`src/rtl/pkt_gen_if.sv`:
```
// Beat stream from the packet generator to its downstream sink.
// A beat transfers on a rising clock edge when wr_vld && ready.
interface pkt_gen_if #(
   parameter int DATA_WIDTH = 16
);
   logic                  wr_sop;
   logic                  wr_eop;
   logic                  wr_vld;
   logic [DATA_WIDTH-1:0] wr_data;
   logic                  ready;

   modport master (output wr_sop, output wr_eop, output wr_vld, output wr_data, input ready);
   modport slave  (input wr_sop, input wr_eop, input wr_vld, input wr_data, output ready);
endinterface

```
`src/rtl/pkt_gen.sv`:
```
// Packet generator: emits runs of header + payload packets with an
// optional inter-packet gap, under ready back-pressure.
//
// state | meaning
// IDLE  | waiting for start, outputs quiet
// HDR   | header beat presented
// PAY   | payload beat beat_q (1..len) presented
// GAP   | wr_vld low, gap_cnt_q cycles remain before the next header
module pkt_gen #(
   parameter int DATA_WIDTH   = 16,
   parameter int PORT_BIT     = 4,
   parameter int PRIORITY_BIT = 3,
   parameter int LEN_BIT      = 7,
   parameter int CNT_BIT      = 16
) (
   input  logic                    clk,
   input  logic                    rst_n,
   input  logic                    start_i,
   input  logic                    stop_i,
   input  logic [LEN_BIT-1:0]      cfg_len_i,
   input  logic [7:0]              cfg_gap_i,
   input  logic [CNT_BIT-1:0]      cfg_num_i,
   input  logic [PORT_BIT-1:0]     cfg_port_i,
   input  logic                    cfg_port_inc_i,
   input  logic [PRIORITY_BIT-1:0] cfg_prio_i,
   input  logic                    cfg_mode_i,
   input  logic [DATA_WIDTH-1:0]   cfg_step_i,
   pkt_gen_if.master               wr,
   output logic                    busy_o,
   output logic                    done_o,
   output logic [CNT_BIT-1:0]      pkt_cnt_o
);

   typedef enum logic [1:0] {IDLE, HDR, PAY, GAP} state_t;

   state_t                  state_q, state_d;
   logic [LEN_BIT-1:0]      len_q, len_d;
   logic [7:0]              gap_q, gap_d;
   logic [CNT_BIT-1:0]      num_q, num_d;
   logic [PORT_BIT-1:0]     port_q, port_d;
   logic                    port_inc_q, port_inc_d;
   logic [PRIORITY_BIT-1:0] prio_q, prio_d;
   logic                    mode_q, mode_d;
   logic [DATA_WIDTH-1:0]   step_q, step_d;
   logic [DATA_WIDTH-1:0]   pat_q, pat_d;
   logic [LEN_BIT-1:0]      beat_q, beat_d;
   logic [7:0]              gap_cnt_q, gap_cnt_d;
   logic [CNT_BIT-1:0]      pkt_cnt_q, pkt_cnt_d;
   logic                    stop_pend_q, stop_pend_d;
   logic                    sop_q, sop_d, eop_q, eop_d, vld_q, vld_d;
   logic [DATA_WIDTH-1:0]   data_q, data_d;
   logic                    busy_q, busy_d, done_q, done_d;

   logic                    xfer;
   logic [CNT_BIT-1:0]      cnt_inc;
   logic [DATA_WIDTH-1:0]   hdr;

   if (PORT_BIT + PRIORITY_BIT + LEN_BIT > DATA_WIDTH) begin : g_width_chk
      $error("pkt_gen: header fields do not fit in DATA_WIDTH");
   end

   assign xfer    = vld_q && wr.ready;
   assign cnt_inc = (pkt_cnt_q == '1) ? pkt_cnt_q : pkt_cnt_q + CNT_BIT'(1);

   always_comb begin
      state_d     = state_q;
      len_d       = len_q;
      gap_d       = gap_q;
      num_d       = num_q;
      port_d      = port_q;
      port_inc_d  = port_inc_q;
      prio_d      = prio_q;
      mode_d      = mode_q;
      step_d      = step_q;
      pat_d       = pat_q;
      beat_d      = beat_q;
      gap_cnt_d   = gap_cnt_q;
      pkt_cnt_d   = pkt_cnt_q;
      stop_pend_d = stop_pend_q;
      done_d      = 1'b0;

      case (state_q)
         IDLE: begin
            if (start_i) begin
               len_d       = (cfg_len_i == '0) ? LEN_BIT'(1) : cfg_len_i;
               gap_d       = cfg_gap_i;
               num_d       = cfg_num_i;
               port_d      = cfg_port_i;
               port_inc_d  = cfg_port_inc_i;
               prio_d      = cfg_prio_i;
               mode_d      = cfg_mode_i;
               step_d      = cfg_step_i;
               pat_d       = cfg_mode_i ? DATA_WIDTH'(1) : '0;
               pkt_cnt_d   = '0;
               stop_pend_d = 1'b0;
               state_d     = HDR;
            end
         end
         HDR: begin
            if (stop_i) stop_pend_d = 1'b1;
            if (xfer) begin
               beat_d  = LEN_BIT'(1);
               state_d = PAY;
            end
         end
         PAY: begin
            if (stop_i) stop_pend_d = 1'b1;
            if (xfer) begin
               pat_d = mode_q ? {pat_q[DATA_WIDTH-2:0], pat_q[DATA_WIDTH-1]} : pat_q + step_q;
               if (beat_q == len_q) begin
                  pkt_cnt_d = cnt_inc;
                  if (port_inc_q) port_d = port_q + PORT_BIT'(1);
                  if (((num_q != '0) && (cnt_inc == num_q)) || stop_pend_q || stop_i) begin
                     state_d     = IDLE;
                     done_d      = 1'b1;
                     stop_pend_d = 1'b0;
                  end else if (gap_q != 8'd0) begin
                     gap_cnt_d = gap_q;
                     state_d   = GAP;
                  end else begin
                     state_d = HDR;
                  end
               end else begin
                  beat_d = beat_q + LEN_BIT'(1);
               end
            end
         end
         GAP: begin
            // a stop seen while idling between packets ends the run without another header
            if (stop_i || stop_pend_q) begin
               state_d     = IDLE;
               done_d      = 1'b1;
               stop_pend_d = 1'b0;
            end else if (gap_cnt_q == 8'd1) begin
               state_d = HDR;
            end else begin
               gap_cnt_d = gap_cnt_q - 8'd1;
            end
         end
         default: state_d = IDLE;
      endcase

      hdr = '0;
      hdr[PORT_BIT-1:0]                            = port_d;
      hdr[PORT_BIT +: PRIORITY_BIT]                = prio_d;
      hdr[PORT_BIT+PRIORITY_BIT +: LEN_BIT]        = len_d;

      // outputs are the registered image of the next state, so a stall keeps them frozen
      busy_d = (state_d != IDLE);
      vld_d  = (state_d == HDR) || (state_d == PAY);
      sop_d  = (state_d == HDR);
      eop_d  = (state_d == PAY) && (beat_d == len_d);
      data_d = (state_d == HDR) ? hdr : ((state_d == PAY) ? pat_d : '0);
   end

   always_ff @(posedge clk or negedge rst_n) begin
      if (!rst_n) begin
         state_q     <= IDLE;
         len_q       <= '0;
         gap_q       <= '0;
         num_q       <= '0;
         port_q      <= '0;
         port_inc_q  <= 1'b0;
         prio_q      <= '0;
         mode_q      <= 1'b0;
         step_q      <= '0;
         pat_q       <= '0;
         beat_q      <= '0;
         gap_cnt_q   <= '0;
         pkt_cnt_q   <= '0;
         stop_pend_q <= 1'b0;
         sop_q       <= 1'b0;
         eop_q       <= 1'b0;
         vld_q       <= 1'b0;
         data_q      <= '0;
         busy_q      <= 1'b0;
         done_q      <= 1'b0;
      end else begin
         state_q     <= state_d;
         len_q       <= len_d;
         gap_q       <= gap_d;
         num_q       <= num_d;
         port_q      <= port_d;
         port_inc_q  <= port_inc_d;
         prio_q      <= prio_d;
         mode_q      <= mode_d;
         step_q      <= step_d;
         pat_q       <= pat_d;
         beat_q      <= beat_d;
         gap_cnt_q   <= gap_cnt_d;
         pkt_cnt_q   <= pkt_cnt_d;
         stop_pend_q <= stop_pend_d;
         sop_q       <= sop_d;
         eop_q       <= eop_d;
         vld_q       <= vld_d;
         data_q      <= data_d;
         busy_q      <= busy_d;
         done_q      <= done_d;
      end
   end

   assign wr.wr_sop  = sop_q;
   assign wr.wr_eop  = eop_q;
   assign wr.wr_vld  = vld_q;
   assign wr.wr_data = data_q;
   assign busy_o     = busy_q;
   assign done_o     = done_q;
   assign pkt_cnt_o  = pkt_cnt_q;

endmodule

```
`src/flat_wrapper.sv`:
```
// flat-port wrapper written by rule: the top's interface ports become plain ports
module pkt_gen_flat 
#(
   parameter int DATA_WIDTH   = 16,
   parameter int PORT_BIT     = 4,
   parameter int PRIORITY_BIT = 3,
   parameter int LEN_BIT      = 7,
   parameter int CNT_BIT      = 16
)
  (clk, rst_n, start_i, stop_i, cfg_len_i, cfg_gap_i, cfg_num_i, cfg_port_i, cfg_port_inc_i, cfg_prio_i, cfg_mode_i, cfg_step_i, busy_o, done_o, pkt_cnt_o, wr_wr_sop, wr_wr_eop, wr_wr_vld, wr_wr_data, wr_ready);
  pkt_gen_if #(.DATA_WIDTH(DATA_WIDTH)) wr_i ();
  input  logic clk;
  input  logic rst_n;
  input  logic start_i;
  input  logic stop_i;
  input  logic [LEN_BIT-1:0] cfg_len_i;
  input  logic [7:0] cfg_gap_i;
  input  logic [CNT_BIT-1:0] cfg_num_i;
  input  logic [PORT_BIT-1:0] cfg_port_i;
  input  logic cfg_port_inc_i;
  input  logic [PRIORITY_BIT-1:0] cfg_prio_i;
  input  logic cfg_mode_i;
  input  logic [DATA_WIDTH-1:0] cfg_step_i;
  output logic busy_o;
  output logic done_o;
  output logic [CNT_BIT-1:0] pkt_cnt_o;
  output wire logic [$bits(wr_i.wr_sop)-1:0] wr_wr_sop;
  output wire logic [$bits(wr_i.wr_eop)-1:0] wr_wr_eop;
  output wire logic [$bits(wr_i.wr_vld)-1:0] wr_wr_vld;
  output wire logic [$bits(wr_i.wr_data)-1:0] wr_wr_data;
  input wire logic [$bits(wr_i.ready)-1:0] wr_ready;
  assign wr_wr_sop = wr_i.wr_sop;
  assign wr_wr_eop = wr_i.wr_eop;
  assign wr_wr_vld = wr_i.wr_vld;
  assign wr_wr_data = wr_i.wr_data;
  assign wr_i.ready = wr_ready;
  pkt_gen #(.DATA_WIDTH(DATA_WIDTH), .PORT_BIT(PORT_BIT), .PRIORITY_BIT(PRIORITY_BIT), .LEN_BIT(LEN_BIT), .CNT_BIT(CNT_BIT)) u_core (.clk(clk), .rst_n(rst_n), .start_i(start_i), .stop_i(stop_i), .cfg_len_i(cfg_len_i), .cfg_gap_i(cfg_gap_i), .cfg_num_i(cfg_num_i), .cfg_port_i(cfg_port_i), .cfg_port_inc_i(cfg_port_inc_i), .cfg_prio_i(cfg_prio_i), .cfg_mode_i(cfg_mode_i), .cfg_step_i(cfg_step_i), .wr(wr_i), .busy_o(busy_o), .done_o(done_o), .pkt_cnt_o(pkt_cnt_o));
endmodule
```
`config.mk`:
```
export PLATFORM = sky130hd
export DESIGN_NAME = pkt_gen_flat
export DESIGN_NICKNAME = d
export VERILOG_FILES = /design/src/rtl/pkt_gen_if.sv /design/src/rtl/pkt_gen.sv /design/src/flat_wrapper.sv
export SDC_FILE = /design/constraint.sdc
export NUM_CORES = 1
export LEC_CHECK = 0
export CORE_MARGIN = 1
export CORE_UTILIZATION = 60
export CTS_CLUSTER_DIAMETER = 60
export CTS_CLUSTER_SIZE = 28
export DETAILED_ROUTE_END_ITERATION = 10
export HOLD_SLACK_MARGIN = 0.1
export PLACE_DENSITY = 0.9
export SYNTH_ARGS = -nofsm -noshare
export SYNTH_HDL_FRONTEND = slang
export SYNTH_SLANG_ARGS = --single-unit
```
`constraint.sdc`:
```
create_clock -name clk -period 8.7 [get_ports clk]
set_input_delay 1.305 -clock clk [delete_from_list [all_inputs] [get_ports clk]]
set_output_delay 1.305 -clock clk [all_outputs]
set_load 0.02 [all_outputs]
```
==> results.sh, run 1 <==
export IMPL_synth_cell_types=67
export IMPL_io_buffers=97
export IMPL_post_cts_buffers=0
export IMPL_p_per_area_nw_per_um2=315.8
export IMPL_async_flop_share_pct=100.0
export IMPL_rsz0062_at_grt="false"
export IMPL_slew_viol_final=0
export IMPL_totalWireLength_um=20320
export IMPL_min_period_ns=4.809
export IMPL_drt_iter0_markers=496
export IMPL_root_buffer="clkbuf_16"
export IMPL_cts_buffers=17
export IMPL_grt_max_degree=66
export IMPL_cts_resized=0
export IMPL_yosysWarnings=0
export IMPL_hold_buffers=0
export IMPL_cap_violations=0
export IMPL_drc=0
export IMPL_startpoint_type="flip-flop"
export IMPL_grt_pass1_wl_um=32940
export IMPL_slowest_stage="nor2b_1"
export IMPL_synthesis_nets=823
export IMPL_diodes=0
export IMPL_worst_slew_pin_slew_ns=1.035
export IMPL_setup_tns_ns=0
export IMPL_hpwl_um=14440
export IMPL_cp_num_buf_inv=0
export IMPL_layout_worst_path_cycle_share_pct=55.27
export IMPL_hold_path_class="reg -> reg"
export IMPL_first_global_vias=6332
export IMPL_synth_main_ff_cell="dfrtp_1"
export IMPL_finalHoldViolations=0
export IMPL_io_pins=98
export IMPL_track_usage_pct=34.00
export IMPL_crit_required_ns=9.06
export IMPL_htree_num_levels=4
export IMPL_ir_drop_mv=0.2218
export IMPL_path_clk_slew_ns=0.06
export IMPL_viasPerCell=6.542
export IMPL_skew_ns=0.01057
export IMPL_antenna_found_initial=0
export IMPL_ys_seq_elements=127
export IMPL_synth_area_um2=7320
export IMPL_start_util_pct=62.76
export IMPL_path_cells="ha_1, nand4_1, nor4_1, nor2_1, xnor2_1, a221oi_1, a21boi_0, nor2b_1, o22a_1, ha_1, nor2b_1, a22o_1"
export IMPL_clockBufferDepth=2
export IMPL_routabilityCongestion=0.9350
export IMPL_setup_violations=0
export IMPL_synth_edf_count=0
export IMPL_cpPeakStageDelay_ns=0.88
export IMPL_critPathMaxFanout=17
export IMPL_ant_nets=0
export IMPL_syn_inst=734
export IMPL_power_leakage_nw=3.792
export IMPL_p_total_mw=2.809
export IMPL_drt_pass1_iter_count=5
export IMPL_ys_seq_area_share_pct=43.42
export IMPL_dieHeight_um=112.5
export IMPL_area_growth_pct=21.52
export IMPL_final_layout_size_suffix_gt1_share_pct=12.15
export IMPL_global_route_overflow_total=0
export IMPL_design_core_area_um2=11660
export IMPL_timing_slew_headroom_pct=30.87
export IMPL_num_vias=6372
export IMPL_post_dp_cell_area_um2=8337
export IMPL_cts_sinks=127
export IMPL_max_freq_mhz=208.0
export IMPL_wl_per_cell_um=20.86
export IMPL_avgSynthCellArea_um2=9.972
export IMPL_cpLargestDelayFamily="simple AND/OR/NAND/NOR gates"
export IMPL_arrival_ns=5.17
export IMPL_critical_path_class="reg -> reg"
export IMPL_worst_setup_path_end_kind="flip-flop"
export IMPL_nNetsFinal=907
export IMPL_fp_dieArea_um2=12650
export IMPL_rows=39
export IMPL_status="finished, final reports clean"
export IMPL_final_area_um2=8895
export IMPL_cts_tree="done"
export IMPL_clk_latency_ns=0.43
export IMPL_die_w_um=112.5
==> routing by layer <==
metal	up-vias	wire length [um]	global-route usage, %
li1	2870	-	-
met2	310	9937	55.94
met3	51	1419	7.127
met4	0	616	14.40
met5	-	0	0
met1	3141	8342	43.86
==> cell type report <==
| cell class | count | area, um^2 |
|---|---|---|
| inverter | 15 | 56.30 |
| multi-input combinational | 556 | 3925 |
| sequential | 127 | 3178 |
| clock inverter | 13 | 105.1 |
| timing repair buffer | 101 | 998.5 |
| tap | 143 | 178.9 |
| fill | 777 | 2768 |
| clock buffer | 19 | 452.9 |
==> state kept, by name, summed over array words and instances (netlist names) <==
| signal | count |
|---|---|
| u_core.wr.wr_vld | 1 |
| u_core.gap_q | 8 |
| u_core.wr.wr_eop | 1 |
| u_core.wr.wr_sop | 1 |
| u_core.prio_q | 3 |
| u_core.port_inc_q | 1 |
| u_core.wr.wr_data | 16 |
| u_core.step_q | 16 |
| u_core.pat_q | 16 |
| u_core.stop_pend_q | 1 |
| u_core.busy_o | 1 |
| u_core.state_q | 2 |
| u_core.pkt_cnt_o | 16 |
| u_core.num_q | 16 |
| u_core.done_o | 1 |
| u_core.mode_q | 1 |
| u_core.port_q | 4 |
| u_core.beat_q | 7 |
| u_core.len_q | 7 |
| u_core.gap_cnt_q | 8 |
==> logic make-up after synthesis <==
kind of cell    count (synthesis)  share of synthesized area [%]
fa+ha+maj                      28                          4.889
buf+inv                        51                          2.991
flops                         127                          43.42
xor+xnor                       51                          6.103
compound gates                177                          15.85
simple gates                  238                          17.40
mux                            62                          9.350
==> stage by stage <==
stage	std cells	hold slack, ns	utilization [%]	worst slack [ns]
after floorplan	734	0.4713	-	4.771
after global placement	942	0.4903	71.48	4.153
after detailed placement	942	0.4961	71.48	4.047
after CTS	974	0.5106	76.27	3.979
after global routing	974	0.5151	76.27	3.428
final	974	0.5119	76.27	3.891
==> cell usage in the layout (no fill, tap or decap), drive strengths merged, types with 6 or more instances in the layout <==
cell	instances
a21o	9
a21oi	44
a22o	16
a31oi	6
a32oi	9
and2	6
and3	10
and4	6
clkbuf	19
clkdlybuf4s50	96
clkinvlp	6
dfrtp	127
ha	27
inv	19
mux2	51
mux2i	11
nand2	68
nand2b	11
nand3	29
nand4	13
nor2	39
nor2b	6
nor3	16
nor4	13
o21ai	45
o22ai	6
or3	6
xnor2	24
xor2	27
==> power by group <==
part           switching (mW)  internal, mW
registers               0.208         0.795
clock network           0.284         0.383
logic                   0.621         0.518
total                    1.11          1.70
==> synthesized netlist by cell type, types with 3 or more instances <==
library cell    n  area share [%]
a221oi_1        3            0.36
nor2_1         39             2.0
mux2i_1        11             1.5
o211ai_1        4            0.41
o22ai_1         6            0.51
o21ai_0        44             3.0
nor4_1         11            0.94
xnor2_1        24             2.9
o31ai_1         4            0.41
a31oi_1         6            0.51
and2_1          5            0.43
dfrtp_1       127              43
nand3b_1        3            0.31
nand3_1        29             2.0
nand2_1        68             3.5
nand2b_1       11            0.94
and3_1         10            0.85
a21oi_1        44             3.0
nand4_1        11            0.94
buf_2          10            0.68
nor2b_1         6            0.51
mux2_2         51             7.8
a32oi_1         9             1.1
a22o_1         16             1.9
o41ai_1         4            0.48
nor3_1         15             1.0
or2_2           3            0.26
ha_1           27             4.6
xor2_1         27             3.2
a21o_1          9            0.92
inv_1          15            0.77
o21bai_1        4            0.41
or4_1           3            0.31
clkbuf_1       23             1.2
and4_1          6            0.72
or3_1           5            0.43
o21a_1          5            0.51
==> final timing paths <==
check                                           startpoint                               end  slack, ns  cells after the start
setup / recovery           u_core.pkt_cnt_o[0]$_DFFE_PN0P_    u_core.wr.wr_data[6]$_DFF_PN0_       3.89                     12
hold / removal                  u_core.prio_q[1]$_DFF_PN0_        u_core.prio_q[1]$_DFF_PN0_       0.51                      1
setup reg to reg           u_core.pkt_cnt_o[0]$_DFFE_PN0P_    u_core.wr.wr_data[6]$_DFF_PN0_       3.89                     12
hold reg to reg                 u_core.prio_q[1]$_DFF_PN0_        u_core.prio_q[1]$_DFF_PN0_       0.51                      1
max in group asynchronous                            rst_n   u_core.pkt_cnt_o[3]$_DFFE_PN0P_       6.44                      2
min in group asynchronous                            rst_n  u_core.pkt_cnt_o[10]$_DFFE_PN0P_       0.95                      1
Power figures use the tool's default switching activity.
==> run 2: changes to the inputs <==
CORE_UTILIZATION = 56   (was 60)
PLACE_DENSITY = 0.85   (was 0.9)
clock period = 4.89 ns   (was 8.7 ns; I/O delays follow)
==> results.sh, run 2 (synthesis results as in run 1) <==
export IMPL_arrival_ns=4.62
export IMPL_io_buffers=97
export IMPL_wl_per_cell_um=20.05
export IMPL_status="finished, final reports clean"
export IMPL_fp_dieArea_um2=13530
export IMPL_worst_slew_pin_slew_ns=0.8538
export IMPL_rsz0062_at_grt="false"
export IMPL_cp_startpoint="u_core.pkt_cnt_o[0]$_DFFE_PN0P_"
export IMPL_antenna_found_initial=0
export IMPL_timing_slew_headroom_pct=43.08
export IMPL_diodes=0
export IMPL_setup_tns_ns=0
export IMPL_worstReg2RegStart="u_core.pkt_cnt_o[0]$_DFFE_PN0P_"
export IMPL_crit_required_ns=5.26
export IMPL_setup_violations=0
export IMPL_layout_worst_path_cycle_share_pct=86.91
export IMPL_critical_path_class="reg -> reg"
export IMPL_path_clk_slew_ns=0.06
export IMPL_cts_buffers=17
export IMPL_min_period_ns=4.250
export IMPL_root_buffer="clkbuf_16"
export IMPL_area_growth_pct=23.61
export IMPL_p_seq_share_pct=34.2
export IMPL_track_usage_pct=31.78
export IMPL_viasPerCell=6.212
export IMPL_p_comb_share_pct=38.9
export IMPL_routabilityCongestion=0.9274
export IMPL_post_dp_cell_area_um2=8396
export IMPL_clk_latency_ns=0.43
export IMPL_fillers=935
export IMPL_critPathMaxFanout=15
export IMPL_final_common_cell="dfrtp_1"
export IMPL_grt_max_degree=64
export IMPL_htree_num_levels=4
export IMPL_design_core_area_um2=12670
export IMPL_internal_power_mw=3.216
export IMPL_num_vias=6249
export IMPL_power_frac_clock_pct=26.9
export IMPL_p_per_area_nw_per_um2=573.3
export IMPL_io_pins=98
export IMPL_switchingPower_mw=1.971
export IMPL_drt_pass1_iter_count=5
export IMPL_grt_pass1_wl_um=32370
export IMPL_die_w_um=116.3
export IMPL_power_leakage_nw=3.869
export IMPL_drt_iter0_markers=478
export IMPL_ir_drop_mv=0.3970
export IMPL_finalHoldViolations=0
export IMPL_skew_ns=0.008919
export IMPL_hpwl_um=14530
export IMPL_dieHeight_um=116.3
export IMPL_startpoint_type="flip-flop"
export IMPL_slew_viol_final=0
export IMPL_final_area_um2=9047
export IMPL_switching_share_pct=38.00
export IMPL_nNetsFinal=910
export IMPL_post_cts_buffers=0
export IMPL_hold_path_class="in -> async"
export IMPL_p_total_mw=5.187
export IMPL_first_global_vias=6433
export IMPL_ant_nets=0
export IMPL_global_route_overflow_total=0
export IMPL_mostFrequentLayoutCells="127 x dfrtp_1, 96 x clkdlybuf4s50_1, 67 x nand2_1"
export IMPL_start_util_pct=57.77
export IMPL_final_util_pct=71.40
export IMPL_worst_setup_path_end_kind="flip-flop"
export IMPL_cts_tree="done"
export IMPL_clockBufferDepth=2
export IMPL_totalWireLength_um=20170
export IMPL_drc=0
export IMPL_cts_sinks=127
export IMPL_whs_ns=0.4064
export IMPL_cap_violations=0
export IMPL_max_freq_mhz=235.3
export IMPL_final_layout_size_suffix_gt1_share_pct=12.59
export IMPL_rows=41
[run 2: cell count changes in the layout (fill, tap and decap cells not counted), moves of 2 or more]
cell	delta
clkinvlp_4	-6
bufinv_16	+4
buf_4	+3
clkinv_4	+3
clkbuf_8	-2
inv_8	+2
[run 2: critical path, cell delays in order (launching register included)]
cell and delay, ns:
dfrtp_1 0.49, ha_1 0.36, nand4_1 0.24, nor3_4 0.09
or3_2 0.50, xnor2_1 0.15, or4_4 0.53, nor4_4 0.20
a21boi_0 0.18, nor2b_1 0.22, o22ai_1 0.21, ha_1 0.23
nor2b_2 0.55, a22o_1 0.25
[run 2: timing repair]
item / in CTS / in global routing
setup endpoints to repair: 0 / 15
gates resized for setup: 0 / 1
hold buffers: 0 / 0
[run 2: area by class of cell]
type | instances | area, um^2 | area share (%)
sequential | 127 | 3178 | 35.13
inverter | 15 | 56.30 | 0.6223
multi-input combinational | 556 | 3928 | 43.41
clock buffer | 17 | 425.4 | 4.702
tap | 172 | 215.2 | 2.379
clock inverter | 15 | 224.0 | 2.475
timing repair buffer | 104 | 1021 | 11.28
[run 2: power by group through the flow]
stage               Sequential, mW  Combinational, mW  Clock [mW]
global placement              1.76               1.89           0
floorplan                     1.70               1.43           0
finish                        1.77               2.02        1.40
CTS                           1.77               2.00        1.41
global route                  1.81               2.21        1.45
detailed placement            1.78               1.98           0
[run 2: final timing paths]
check / end / slack, ns / depth (start not counted)
hold reg to reg: u_core.prio_q[1]$_DFF_PN0_ / 0.51 / 1
max in group asynchronous: u_core.step_q[5]$_DFFE_PN0P_ / 3.52 / 2
setup / recovery: u_core.wr.wr_data[5]$_DFF_PN0_ / 0.64 / 13
min in group clk: u_core.prio_q[1]$_DFF_PN0_ / 0.51 / 1
hold / removal: u_core.num_q[2]$_DFFE_PN0P_ / 0.41 / 1
setup reg to reg: u_core.wr.wr_data[5]$_DFF_PN0_ / 0.64 / 13
[run 2: metrics by stage]
stage               worst slack [ns]  cells
global route                  0.3188   1006
global placement              0.4962    974
finish                        0.6403   1006
floorplan                     0.9614    734
detailed placement            0.3747    974
CTS                           0.3441   1006
[run 2: routing by layer]
layer	share of wire (%)	global-route usage [%]	routed length, um
met1	40	37.30	8111
met5	0	0	0
met3	4.4	5.656	882
met4	2.6	13.93	528
met2	53	56.84	10650
==> run 3: changes to the inputs <==
CORE_UTILIZATION = 35   (was 56)
CTS_CLUSTER_DIAMETER = unset   (was 60)
PLACE_DENSITY = 0.59   (was 0.85)
==> results.sh, run 3 (synthesis results as in run 1) <==
export IMPL_worst_slew_pin_slew_ns=0.9290
export IMPL_final_layout_size_suffix_gt1_share_pct=12.78
export IMPL_cap_violations=0
export IMPL_drc=0
export IMPL_ant_nets=0
export IMPL_dieHeight_um=146.6
export IMPL_timing_slew_headroom_pct=38.07
export IMPL_preCtsSetupSlack_ns=0.2893
export IMPL_final_cells=1107
export IMPL_critical_path_class="reg -> reg"
export IMPL_multi_input_area_um2=3928
export IMPL_placed_cells=1075
export IMPL_hpwl_um=14550
export IMPL_setup_tns_ns=0
export IMPL_ir_drop_mv=0.3611
export IMPL_diodes=0
export IMPL_cts_sinks=127
export IMPL_drt_pass1_iter_count=6
export IMPL_skew_ns=0.008691
export IMPL_clk_latency_ns=0.42
export IMPL_startpoint_type="flip-flop"
export IMPL_setup_slack_ns=0.6187
export IMPL_start_util_pct=35.94
export IMPL_final_area_um2=9173
export IMPL_p_per_area_nw_per_um2=557.9
export IMPL_num_vias=5936
export IMPL_setup_violations=0
export IMPL_min_period_ns=4.271
export IMPL_track_usage_pct=19.17
export IMPL_p_total_mw=5.117
export IMPL_nNetsFinal=913
export IMPL_rsz0062_at_grt="false"
export IMPL_first_global_vias=5754
export IMPL_hold_path_class="in -> async"
export IMPL_root_buffer="clkbuf_16"
export IMPL_viasPerCell=5.362
export IMPL_totalWireLength_um=19700
export IMPL_post_dp_cell_area_um2=8541
export IMPL_io_pins=98
export IMPL_grt_max_degree=67
export IMPL_crit_required_ns=5.24
export IMPL_mostFrequentLayoutCells="127 x dfrtp_1, 96 x clkdlybuf4s50_1, 67 x nand2_1"
export IMPL_power_leakage_nw=3.873
export IMPL_wl_per_cell_um=17.80
export IMPL_status="finished, final reports clean"
export IMPL_fp_dieArea_um2=21490
export IMPL_slew_viol_final=0
export IMPL_hold_buffers=0
export IMPL_clockBufferDepth=2
export IMPL_design_core_area_um2=20360
export IMPL_critPathMaxFanout=15
export IMPL_routabilityCongestion=0.9334
export IMPL_fillers=1953
export IMPL_drt_iter0_markers=389
export IMPL_global_route_overflow_total=0
export IMPL_die_w_um=146.6
export IMPL_cts_buffers=17
export IMPL_htree_num_levels=4
export IMPL_worst_setup_path_end_kind="flip-flop"
export IMPL_max_freq_mhz=234.1
export IMPL_path_clk_slew_ns=0.06
export IMPL_layout_worst_path_cycle_share_pct=87.35
export IMPL_final_seq_area_um2=3178
export IMPL_final_common_cell="dfrtp_1"
export IMPL_finalHoldViolations=0
export IMPL_area_growth_pct=25.32
export IMPL_grt_pass1_wl_um=31980
export IMPL_arrival_ns=4.62
export IMPL_antenna_found_initial=0
export IMPL_cts_tree="done"
export IMPL_io_buffers=97
export IMPL_rows=52
-- run 3: layout make-up --
cell class	count	area share (%)
tap	270	3.683
clock buffer	19	4.829
timing repair buffer	107	11.38
clock inverter	13	2.032
inverter	15	0.6138
multi-input combinational	556	42.82
sequential	127	34.65
-- run 3: power by group --
| group | internal [mW] | switching [mW] | total, mW |
|---|---|---|---|
| Clock | 0.868 | 0.485 | 1.35 |
| Sequential | 1.41 | 0.372 | 1.79 |
| Combinational | 0.934 | 1.04 | 1.98 |
| Total | 3.22 | 1.90 | 5.12 |
-- run 3: worst max-delay path, stage by stage (launching register included) --
cell      delay [ns]
dfrtp_1         0.48
ha_1            0.36
nand4_1         0.24
nor3_4          0.08
or3_2           0.50
xnor2_1         0.15
or4_4           0.53
nor4_4          0.18
a21boi_0        0.17
nor2b_1         0.21
o22ai_1         0.21
ha_1            0.24
nor2b_2         0.60
a22o_1          0.24
-- run 3: what timing repair did --
action / 4_1_cts / 5_1_grt
setup buffers: 0 / 0
gates resized for setup: 0 / 1
endpoints found under the setup margin: 0 / 15
-- run 3: final timing paths --
| kind | depth (start not counted) | from | slack, ns | to |
|---|---|---|---|---|
| max reg2reg | 13 | u_core.pkt_cnt_o[0]$_DFFE_PN0P_ | 0.62 | u_core.wr.wr_data[11]$_DFF_PN0_ |
| min in group clk | 1 | u_core.prio_q[0]$_DFF_PN0_ | 0.50 | u_core.prio_q[0]$_DFF_PN0_ |
| max in group asynchronous | 2 | rst_n | 3.47 | u_core.step_q[7]$_DFFE_PN0P_ |
| min reg2reg | 1 | u_core.prio_q[0]$_DFF_PN0_ | 0.50 | u_core.prio_q[0]$_DFF_PN0_ |
| min | 1 | rst_n | 0.42 | u_core.pkt_cnt_o[5]$_DFFE_PN0P_ |
| max | 13 | u_core.pkt_cnt_o[0]$_DFFE_PN0P_ | 0.62 | u_core.wr.wr_data[11]$_DFF_PN0_ |
-- run 3: stage by stage --
stage,hold slack [ns],utilization [%]
detailed placement,0.4863,41.94
global placement,0.4834,41.94
finish,0.4166,45.04
floorplan,0.4379,-
global route,0.4897,45.04
CTS,0.4590,45.03
-- run 3: metal layers --
metal,vias up,routed length [um],GRT usage [%]
li1,2880,-,-
met1,2890,9286,26.60
met2,150,9382,29.95
met3,16,801,4.094
met4,0,232,5.469
met5,-,0,0
